**config.mk**
```make
export PLATFORM = sky130hd
export DESIGN_NAME = fetch_stage
export DESIGN_NICKNAME = d
export VERILOG_FILES = /design/src/rtl/cpu_pkg.sv /design/src/rtl/fetch_stage_if_id_reg.sv /design/src/rtl/fetch_stage.sv
export SDC_FILE = /design/constraint.sdc
export NUM_CORES = 1
export LEC_CHECK = 0
export ABC_AREA = 1
export CORE_UTILIZATION = 50
export CTS_CLUSTER_SIZE = 10
export DETAILED_ROUTE_END_ITERATION = 6
export PLACE_DENSITY = 0.86
export SYNTH_ARGS = -nofsm -noshare
export SYNTH_HDL_FRONTEND = slang
export SYNTH_HIERARCHICAL = 1
export SYNTH_SLANG_ARGS = --single-unit
```
**constraint.sdc**
```tcl
create_clock -name clk -period 2.9 [get_ports clk]
set_input_delay 0.58 -clock clk [delete_from_list [all_inputs] [get_ports clk]]
set_output_delay 0.58 -clock clk [all_outputs]
set_load 0.005 [all_outputs]
```
**src/rtl/cpu_pkg.sv**
```systemverilog
// Shared CPU definitions: default widths, reset constants, opcode values
// and the fetch-stage state encoding. Imported by the fetch front end.
package cpu_pkg;

  localparam int          XLEN_DEF      = 32;
  localparam logic [31:0] RESET_PC_DEF  = 32'h0000_0000;
  localparam logic [31:0] NOP_INSTR_DEF = 32'h0000_0013;  // addi x0,x0,0

  localparam logic [6:0] OP_LOAD   = 7'b0000011;
  localparam logic [6:0] OP_STORE  = 7'b0100011;
  localparam logic [6:0] OP_RTYPE  = 7'b0110011;
  localparam logic [6:0] OP_BRANCH = 7'b1100011;
  localparam logic [6:0] OP_ITYPE  = 7'b0010011;
  localparam logic [6:0] OP_JAL    = 7'b1101111;

  typedef enum logic {
    S_FETCH = 1'b0,
    S_HOLD  = 1'b1
  } fetch_state_t;

endpackage

```
**src/rtl/fetch_stage_if_id_reg.sv**
```systemverilog
// IF/ID pipeline register.
// Ports:
//   clk, reset_n        clock, synchronous active-low reset
//   i_load              write i_instr/i_pc into the register (valid=1)
//   i_flush             turn the register into a bubble (valid=0, NOP)
//   i_instr, i_pc       instruction and its PC to load
//   o_valid, o_instr, o_pc, o_pc_plus4  register contents
// Priority: reset > flush > load > hold. A bubble keeps its old PC.
module if_id_reg
  import cpu_pkg::*;
#(
  parameter int              XLEN      = XLEN_DEF,
  parameter logic [XLEN-1:0] NOP_INSTR = NOP_INSTR_DEF
) (
  input  logic            clk,
  input  logic            reset_n,
  input  logic            i_load,
  input  logic            i_flush,
  input  logic [XLEN-1:0] i_instr,
  input  logic [XLEN-1:0] i_pc,
  output logic            o_valid,
  output logic [XLEN-1:0] o_instr,
  output logic [XLEN-1:0] o_pc,
  output logic [XLEN-1:0] o_pc_plus4
);

  always_ff @(posedge clk) begin
    if (!reset_n) begin
      o_valid    <= 1'b0;
      o_instr    <= NOP_INSTR;
      o_pc       <= '0;
      o_pc_plus4 <= '0;
    end else if (i_flush) begin
      o_valid <= 1'b0;
      o_instr <= NOP_INSTR;
    end else if (i_load) begin
      o_valid    <= 1'b1;
      o_instr    <= i_instr;
      o_pc       <= i_pc;
      o_pc_plus4 <= i_pc + XLEN'(4);
    end
  end

endmodule

```
**src/rtl/fetch_stage.sv**
```systemverilog
// Instruction fetch front end: owns the PC, fetches words over a req/ack
// handshake, and feeds the IF/ID register. A one-entry hold buffer absorbs
// an instruction that arrives while decode is stalled on a valid entry.
// Handshake: imem_req stays high until imem_ack; a transfer happens on
// every edge where both are high; imem_addr changes under req only on redirect.
// Ports:
//   clk, reset_n                 clock, synchronous active-low reset
//   imem_req/addr/ack/rdata      instruction memory interface
//   redirect, redirect_pc        taken branch/jump from execute (flush)
//   stall                        decode cannot accept
//   id_valid/instr/op/pc/pc_plus4  IF/ID contents to decode
//   dbg_state                    current fetch state (S_FETCH/S_HOLD)
//   fetch_count                  IF/ID write counter (only with FETCH_STATS_EN)
module fetch_stage
  import cpu_pkg::*;
#(
  parameter int              XLEN      = XLEN_DEF,
  parameter logic [XLEN-1:0] RESET_PC  = RESET_PC_DEF,
  parameter logic [XLEN-1:0] NOP_INSTR = NOP_INSTR_DEF
) (
  input  logic            clk,
  input  logic            reset_n,
  output logic            imem_req,
  output logic [XLEN-1:0] imem_addr,
  input  logic            imem_ack,
  input  logic [XLEN-1:0] imem_rdata,
  input  logic            redirect,
  input  logic [XLEN-1:0] redirect_pc,
  input  logic            stall,
  output logic            id_valid,
  output logic [XLEN-1:0] id_instr,
  output logic [6:0]      id_op,
  output logic [XLEN-1:0] id_pc,
  output logic [XLEN-1:0] id_pc_plus4,
  output logic            dbg_state
`ifdef FETCH_STATS_EN
  ,
  output logic [31:0]     fetch_count
`endif
);

  fetch_state_t    r_state;
  logic [XLEN-1:0] r_pc;
  logic [XLEN-1:0] r_hold_instr;
  logic [XLEN-1:0] r_hold_pc;

  logic            w_ack_take;
  logic            w_load_mem;
  logic            w_to_hold;
  logic            w_load_hold;
  logic            w_load;
  logic            w_flush;
  logic [XLEN-1:0] w_ld_instr;
  logic [XLEN-1:0] w_ld_pc;

  assign imem_req  = (r_state == S_FETCH) && reset_n;
  assign imem_addr = {r_pc[XLEN-1:2], 2'b00};
  assign dbg_state = r_state;
  assign id_op     = id_instr[6:0];

  // Acks are only meaningful while requesting; a bubble in IF/ID never
  // blocks a load even when decode is stalled.
  assign w_ack_take  = (r_state == S_FETCH) && imem_ack;
  assign w_load_mem  = w_ack_take && (!stall || !id_valid);
  assign w_to_hold   = w_ack_take && stall && id_valid;
  assign w_load_hold = (r_state == S_HOLD) && !stall;
  assign w_load      = !redirect && (w_load_mem || w_load_hold);
  assign w_flush     = redirect || ((r_state == S_FETCH) && !imem_ack && !stall);
  assign w_ld_instr  = (r_state == S_HOLD) ? r_hold_instr : imem_rdata;
  assign w_ld_pc     = (r_state == S_HOLD) ? r_hold_pc : imem_addr;

  always_ff @(posedge clk) begin
    if (!reset_n) begin
      r_state      <= S_FETCH;
      r_pc         <= RESET_PC;
      r_hold_instr <= '0;
      r_hold_pc    <= '0;
    end else if (redirect) begin
      // Any ack this cycle is dropped and does not advance the PC.
      r_state      <= S_FETCH;
      r_pc         <= {redirect_pc[XLEN-1:2], 2'b00};
      r_hold_instr <= '0;
      r_hold_pc    <= '0;
    end else begin
      case (r_state)
        S_FETCH: begin
          if (imem_ack) begin
            r_pc <= imem_addr + XLEN'(4);
            if (w_to_hold) begin
              r_hold_instr <= imem_rdata;
              r_hold_pc    <= imem_addr;
              r_state      <= S_HOLD;
            end
          end
        end
        S_HOLD: begin
          if (!stall) r_state <= S_FETCH;
        end
        default: r_state <= S_FETCH;
      endcase
    end
  end

  if_id_reg #(
    .XLEN      (XLEN),
    .NOP_INSTR (NOP_INSTR)
  ) u_if_id (
    .clk        (clk),
    .reset_n    (reset_n),
    .i_load     (w_load),
    .i_flush    (w_flush),
    .i_instr    (w_ld_instr),
    .i_pc       (w_ld_pc),
    .o_valid    (id_valid),
    .o_instr    (id_instr),
    .o_pc       (id_pc),
    .o_pc_plus4 (id_pc_plus4)
  );

`ifdef FETCH_STATS_EN
  logic [31:0] r_fetch_count;

  always_ff @(posedge clk) begin
    if (!reset_n)    r_fetch_count <= '0;
    else if (w_load) r_fetch_count <= r_fetch_count + 32'd1;
  end

  assign fetch_count = r_fetch_count;
`endif

endmodule
```
## After elaboration in Yosys (flattened, before gate mapping)

Cells that the tools add are included.

- Output and inout port bits: 138
- Bits of input ports: 69
- Logic and storage cells: 47
- Register bits after elaboration: 192

- Add/subtract/negate cells: 2
- Eq/ne operators: 1
- Reductions and logical operators: 23
- Muxes and demuxes: 9
- Bitwise logic cells: 3

Operator list:

| kind | count |
|---|---|
| $mux W32 | 5 |
| $add A32 B3 Y32 const B | 2 |
| $logic_and A1 B1 Y1 | 9 |
| $reduce_and A2 Y1 | 3 |
| $logic_not A1 Y1 | 4 |
| $reduce_or A2 Y1 | 2 |
| $logic_or A1 B1 Y1 | 3 |
| $mux W1 | 3 |
| $not A1 Y1 | 3 |
| $reduce_and A3 Y1 | 1 |
| $ne A2 B2 Y1 const B | 1 |
| $pmux W1 S2 | 1 |
| $reduce_bool A2 Y1 | 1 |

## Longest topological paths before layout

Gate-level depths: netlist (run 1).

- Word-level depth: 7
- Depth in mapped cells: 15
- Gate-level depth less buffers: 13

## Modules after synthesis

The synthesis (run 1) kept the hierarchy.

Modules (own cells, without submodules):

| module | cells an instance | seq. area each (um^2) | instances | area an instance (um^2) |
|---|---|---|---|---|
| fetch_stage | 812 | 1861.8 | 1 | 5163.7 |
| if_id_reg | 622 | 1901.8 | 1 | 4229.1 |

## Worst setup path after synthesis (run 1)

Ideal clock, no wire load.

- Path type: reg2reg
- Start point: register r_state (netlist: dbg_state)
- End point: register u_if_id.o_pc_plus4[22]
- Path buffers: 2
- Period minus slack after synthesis: 2339 ps
- Cell stages (with the launch flop): 15
- Arrival: 2230 ps
- Setup time: 109 ps
- Required time: 2791 ps
- Setup slack: 561 ps
- Cells stage by stage: dfxtp_1 -> buf_2 -> clkinv_1 -> clkbuf_1 -> o21ai_0 -> ha_1 -> nand2_1 -> nor2_4 -> nand2_2 -> nor2_2 -> nand2_1 -> nand2_1 -> nand3_1 -> nand2_1 -> inv_1

- Elaborated cells on any way between the ends: 13
- Those cells by class: add/sub: 1; mux: 1; bitwise: 2; reduce/logical: 9

RTL lines:

| element | line | source |
|---|---|---|
| start, declared | fetch_stage.sv:42 | `fetch_state_t r_state;` |
| start signal, assigned | fetch_stage.sv:74 | `r_state <= S_FETCH;` |
| start signal, assigned | fetch_stage.sv:80 | `r_state <= S_FETCH;` |
| start signal, assigned | fetch_stage.sv:92 | `r_state <= S_HOLD;` |
| $mux W32 | fetch_stage.sv:70 | `assign w_ld_pc = (r_state == S_HOLD) ? r_hold_pc : imem_addr;` |
| via w_ld_pc[3] | fetch_stage.sv:54 | `logic [XLEN-1:0] w_ld_pc;` |
| $add A32 B3 Y32 | fetch_stage_if_id_reg.sv:40 | `o_pc_plus4 <= i_pc + XLEN'(4);` |
| end signal, assigned | fetch_stage_if_id_reg.sv:40 |  |
| end, declared | fetch_stage_if_id_reg.sv:24 | `output logic [XLEN-1:0] o_pc_plus4` |

The timed path passes the listed nets, and every way through them passes these cells.
A chain may end at the register's enable or synchronous reset.

## Final worst setup path (run 1)

- Start point: register r_state (netlist: dbg_state)
- End point: output port dbg_state

RTL lines:

| element | line | source |
|---|---|---|
| end, declared | fetch_stage.sv:35 | `output logic dbg_state` |

No word-level cell between the ends.

==> results of run 1 <==
==> kinds of logic (layout without fill, tap and decap cells) <==
group	count (synthesis)	count (layout)
flip-flops	188	188
buffers and inverters	203	376
adder cells (fa/ha/maj)	2	2
AND/OR/NAND/NOR	794	794
XOR/XNOR	1	1
other	1	4
AO/OA/AOI/OAI	245	245
==> placed cells by master, fill, tap and decap left out, types with 2 or more instances in the layout <==
| master | count |
|---|---|
| a31oi_1 | 9 |
| and2_1 | 3 |
| nor2_4 | 15 |
| inv_2 | 7 |
| nor2_1 | 211 |
| nand3_1 | 91 |
| o21ai_0 | 112 |
| bufinv_16 | 2 |
| inv_6 | 4 |
| clkdlybuf4s50_1 | 202 |
| clkinvlp_4 | 2 |
| o211a_1 | 3 |
| dfxtp_1 | 187 |
| nand4_1 | 6 |
| nor2_2 | 16 |
| buf_4 | 20 |
| o211ai_1 | 8 |
| inv_8 | 4 |
| a21oi_1 | 85 |
| nand2_4 | 2 |
| buf_12 | 4 |
| inv_1 | 109 |
| ha_1 | 2 |
| a22oi_1 | 2 |
| conb_1 | 4 |
| a21oi_2 | 5 |
| nor3_1 | 16 |
| nand2_2 | 11 |
| nand2_1 | 420 |
| a211oi_1 | 18 |
| clkinv_4 | 2 |
| clkbuf_16 | 17 |
==> where the power goes <==
group | internal (W) | leakage (nW) | switching [W]
clock network | 0.00131 | 0.293 | 0.00109
logic | 0.000326 | 2.95 | 0.000385
registers | 0.00265 | 1.53 | 0.0000751
total | 0.00429 | 4.77 | 0.00155
==> worst reg2reg max path: stages, from the launching register on <==
cell and delay (ns):
dfxtp_2 0.62, clkinv_1 0.31, o21ai_0 0.25, buf_4 0.17
ha_1 0.20, nand2_1 0.12, nor2_4 0.13, nand2_2 0.15
nor2_1 0.22, a21oi_1 0.11, nor2_1 0.12, nor2_1 0.05
==> sequential cells by signal, indices dropped and copies added, names as in the netlist <==
register	cells
r_hold_instr	32
u_if_id/o_instr	32
u_if_id/o_pc	32
r_hold_pc	30
r_pc	30
u_if_id/o_pc_plus4	30
dbg_state	1
u_if_id/o_valid	1
==> metal layers <==
layer | vias to the layer above | part of all wire, %
met5 | - | 0
met4 | 0 | 2.7
met3 | 57 | 7.9
met2 | 434 | 47
met1 | 4499 | 42
li1 | 4905 | -
==> per-stage QoR <==
stage               cell area [um^2]  worst slack, ns  total power (W)
finish                         12100            0.227          0.00583
global route                   12100           0.0602          0.00604
CTS                            12100            0.241          0.00585
detailed placement             11500            0.336          0.00348
global placement               11500            0.404          0.00347
floorplan                       9400            0.561          0.00312
==> how the worst max path moves through the flow <==
stage	slack, ns	from	to	cells after the start
after floorplan	0.56	dbg_state	u_if_id/o_pc_plus4[22]	14
after global placement	0.40	imem_ack	u_if_id/o_pc_plus4[19]	13
after detailed placement	0.34	reset_n	u_if_id/o_instr[7]	7
after CTS	0.24	dbg_state	dbg_state	2
after global routing	0.06	dbg_state	u_if_id/o_pc_plus4[22]	13
final	0.23	dbg_state	dbg_state	2
==> cell type report <==
cell class / count / area, um^2 / area share (%)
inverters: 118 / 445 / 3.68
multi-input cells: 1046 / 4760 / 39.3
flip-flops and latches: 188 / 3760 / 31.1
clock buffers: 17 / 425 / 3.51
clock inverters: 15 / 178 / 1.47
repair buffers: 226 / 2250 / 18.6
well taps: 229 / 287 / 2.37
==> results.ini, run 1 <==
[run_status]
status=finished with violations
violations=DRC

[place]
hpwl_um=19800
dp_cells=1807
port_buffers=202
place_congestion=0.936

[worst_setup_path]
reg2reg_slack_ns=0.33
critPathCaptureType=output port
critPathTopFamily=buffers and inverters
timing.rr.end=u_if_id/o_pc_plus4[30]
reg2regPathDepth=11
crit_required_ns=2.32
path_max_fanout=36
slowest_delay_ns=0.62
critical_path_class=register to output port
critPathArrivalTime_ns=2.09
r2r-start=dbg_state
crit_path_cell_trace=buf_4 -> clkdlybuf4s50_1
cp_slowest_cell=dfxtp_2
crit_path_start_kind=register
path_buf_inv=2

[cts]
cts.root.buffer_cell=clkbuf_16
insertion_delay_ns=0.43
cts.path.max_buffers=2
cts_sinks=188
cts_setup_buffers=0
h-tree-depth=4
hold_buffers=0
clkTransAtPathRegs_ns=0.07
numCtsBuffers=17
post_cts_resize_count=0
cts_tree=done

[grt]
gr-usage-met1_pct=36.6
grt_max_degree=65
grt_overflow=0
met2_usage_pct=48.1
grtUsageMet3_pct=5.35
top_usage_layer=met2
grt_pass1_vias=9286
grtUsageTotal_pct=28.7
antenna_found_initial=0
grt_pass1_wl_um=45100

[final_layout]
nets=1668
fin_util_pct=66.5
drive_gt1_share_pct=7.20
layout.cells.non_filler=1839
fillers=1532
syn_to_final_growth_pct=28.9
diodes=0

[routing]
avgRoutedWirePerCell_um=15.0
ant_nets=0
first_pass_iters=7
wirelength_um=27700
drc=12
num_vias=9895
vias_per_cell=5.38
drtIter0Drc=1043

[synthesis]
synth_ff_type=dfxtp_1
yosysTopAreaCell=dfxtp_1
ys_seq_elements=188
synth-compound-area-share_pct=14.4
yosysMostFrequentCell=nand2_1
synthCells=1434
synthSimpleGateAreaFrac_pct=35.7
postSynthAreaPerCell_um2=6.55
netlist_area_mm2=0.00939
synth_cell_types=37
synth_xor_xnor_area_share_pct=0.0932
synth_top_cell_area_share_pct=40.1
synth-edff-count=0
netlist_top_cells_count=nand2_1 (420), nor2_1 (211), dfxtp_1 (188), o21ai_0 (112), inv_1 (109)
synth_warnings=6
synth_seq_area_share_pct=40.1
synthArstFlopShare_pct=0
synth_top_family_by_area=simple AND/OR/NAND/NOR gates
synth_mux_area_share_pct=0
synthAdderAreaFrac_pct=0.266
ys_top_cells_by_area=dfxtp_1 (40%), nand2_1 (17%), nor2_1 (8.4%)

[timing]
report.final.setup_viol=0
finalCriticalPeriod_ns=2.67
min_period_over_period_pct=92.2
finClkSkew_ns=0.00836
clock.fmax_mhz=374
tightest_slew_ns=0.893
hold_viol_final=0
totalNegativeSetupSlack_ns=0
slew_violations=0
whs_ns=0.453
maxSlewHeadroom_pct=39.9
grt_setup_unrepaired=false

[floorplan]
die_h_um=139
rows=49
chipWidth_um=139
io_pins=207
dieArea_mm2=0.0193
start_util_pct=51.6
core_mm2=0.0182

[min_path]
hp-class=register to register
min-delay-start=r_hold_pc[3]
holdPathStages=2
holdPathEnd=r_hold_pc[3]

[run]
cap_violations=0

[power]
peakVddDrop_mv=0.422
p_leak_nw=4.77
pwr_density_cell_mw_per_mm2=482

Note: power is estimated with default switching activity, not from simulation.
==> run 2: changes to the inputs <==
GPL_ROUTABILITY_DRIVEN = 0   (was unset)
==> run 2 against run 1 <==
Against the previous run:
- the flow still finishes with violations (DRC)
- clock-buffer cell count did not move
- clock skew barely moved
- register-to-register slack improved by 0.03 ns
- sequential power barely moved
- sequential cell count did not move
- critical endpoint unchanged
- worst setup slack improved by 0.10 ns
- core utilization fell by 0.12 points
- non-clock buffer count fell by 4
- cell area fell by 0.19%
- hold slack got worse by 0.0033 ns
==> results.ini, run 2 (synthesis gave the netlist of run 1 again) <==
[routing]
wirelength_um=27800
avgRoutedWirePerCell_um=15.1
drtIter0Drc=1049
ant_nets=0
vias_per_cell=5.40
first_pass_iters=7
num_vias=9914
drc=15

[run_status]
violations=DRC
status=finished with violations

[floorplan]
rows=49
io_pins=207
start_util_pct=51.6
chipWidth_um=139
core_mm2=0.0182
dieArea_mm2=0.0193
die_h_um=139

[final_layout]
ff_latch_area_mm2=0.00377
top_regs=r_hold_instr: 32 flops, u_if_id/o_instr: 32 flops, u_if_id/o_pc: 32 flops
drive_gt1_share_pct=6.97
fin_util_pct=66.4
layout.cells.non_filler=1835
syn_to_final_growth_pct=28.7
multi_input_area_mm2=0.00476
final_common_cell=nand2_1
nets=1664
fillers=1547
final_area_mm2=0.0121
final_cell_mix=nand2_1 (420), nor2_1 (211), clkdlybuf4s50_1 (202), dfxtp_1 (187), o21ai_0 (111)
diodes=0

[timing]
maxSlewHeadroom_pct=40.9
finalCriticalPeriod_ns=2.57
totalNegativeSetupSlack_ns=0
min_period_over_period_pct=88.7
report.final.setup_viol=0
hold_viol_final=0
tightest_slew_ns=0.878
finClkSkew_ns=0.00871
clock.fmax_mhz=389
grt_setup_unrepaired=false
slew_violations=0

[worst_setup_path]
crit_path_cell_trace=buf_4 -> clkdlybuf4s50_1
crit_path_start_kind=register
cp.depth=2
path_buf_inv=2
critical_path_class=register to output port
path_max_fanout=36
slowest_delay_ns=0.58
crit_required_ns=2.32
critPathArrivalTime_ns=1.99
r2r-start=dbg_state
endpoint=dbg_state
critPathCaptureType=output port
cp_slowest_cell=clkdlybuf4s50_1
timing.rr.end=u_if_id/o_pc_plus4[20]
critPathTopFamily=buffers and inverters
critPathLaunch=dbg_state
reg2regPathDepth=13
reg2reg_slack_ns=0.36

[min_path]
hp-class=register to register
min-delay-start=r_hold_instr[31]

[grt]
grt_pass1_vias=8974
grtUsageTotal_pct=28.7
grt_overflow=0
grt_max_degree=71
grt_pass1_wl_um=44600
antenna_found_initial=0

[cts]
insertion_delay_ns=0.44
numCtsBuffers=17
cts_sinks=188
cts_tree=done
cts.root.buffer_cell=clkbuf_16
clkTransAtPathRegs_ns=0.08
cts.path.max_buffers=2
h-tree-depth=4
hold_buffers=0

[place]
port_buffers=202
placed_area_mm2=0.0115
dp_cells=1803
hpwl_um=19400

[power]
peakVddDrop_mv=0.434
pwr_density_cell_mw_per_mm2=480
p_leak_nw=4.75

[run]
cap_violations=0

[run 2: cell types whose count changed in the layout (fill, tap and decap cells not counted), sizes merged]
| cell | change |
|---|---|
| inv | +2 |
| buf | -4 |
| clkinv | -1 |
| bufinv | -1 |
[run 2: how the worst min path moves through the flow]
stage                                  end  cells after the start
after floorplan           r_hold_instr[14]                      2
after global placement    r_hold_instr[26]                      2
after detailed placement  r_hold_instr[31]                      2
after CTS                     r_hold_pc[3]                      2
after global routing      r_hold_instr[26]                      2
final                     r_hold_instr[31]                      2
[run 2: layer usage]
layer	wire, um	vias to the layer above	GRT usage (%)
met5	0	-	0
met4	845	0	12.1
met3	2250	63	6.60
met2	12800	465	46.5
met1	11900	4505	36.8
li1	-	4881	-
[run 2: report_power, final]
group | internal [W] | switching [W]
clock | 0.00123 | 0.00113
sequential | 0.00265 | 0.0000760
combinational | 0.000324 | 0.000384
total | 0.00421 | 0.00159
[run 2: cell type report]
cell class / instances / share of cell area, %
flip-flops and latches: 188 / 31.2
clock inverters: 15 / 1.41
well taps: 229 / 2.37
inverters: 118 / 3.69
multi-input cells: 1046 / 39.4
clock buffers: 17 / 3.52
repair buffers: 222 / 18.5
[run 2: timing repair]
item | CTS | global route
buffers inserted | 0 | 0
endpoints found under the setup margin | 0 | 19
resized for setup | 0 | 2
[run 2: through the flow]
step	power (W)	setup WS (ns)	hold WS, ns
final	0.00580	0.327	0.450
after global routing	0.00601	0.134	0.471
after CTS	0.00582	0.155	0.451
after detailed placement	0.00348	0.180	0.440
after global placement	0.00347	0.296	0.432
after floorplan	0.00312	0.561	0.424
[run 2: worst reg2reg max path: stages, from the launching register on]
cell	delay (ns)
dfxtp_4	0.53
clkinv_1	0.21
buf_4	0.28
a21oi_1	0.21
and3_1	0.24
inv_4	0.05
nor2_4	0.13
inv_2	0.06
buf_12	0.18
nor2_1	0.25
nand3_1	0.11
nand3_1	0.09
nand2_1	0.06
inv_1	0.08
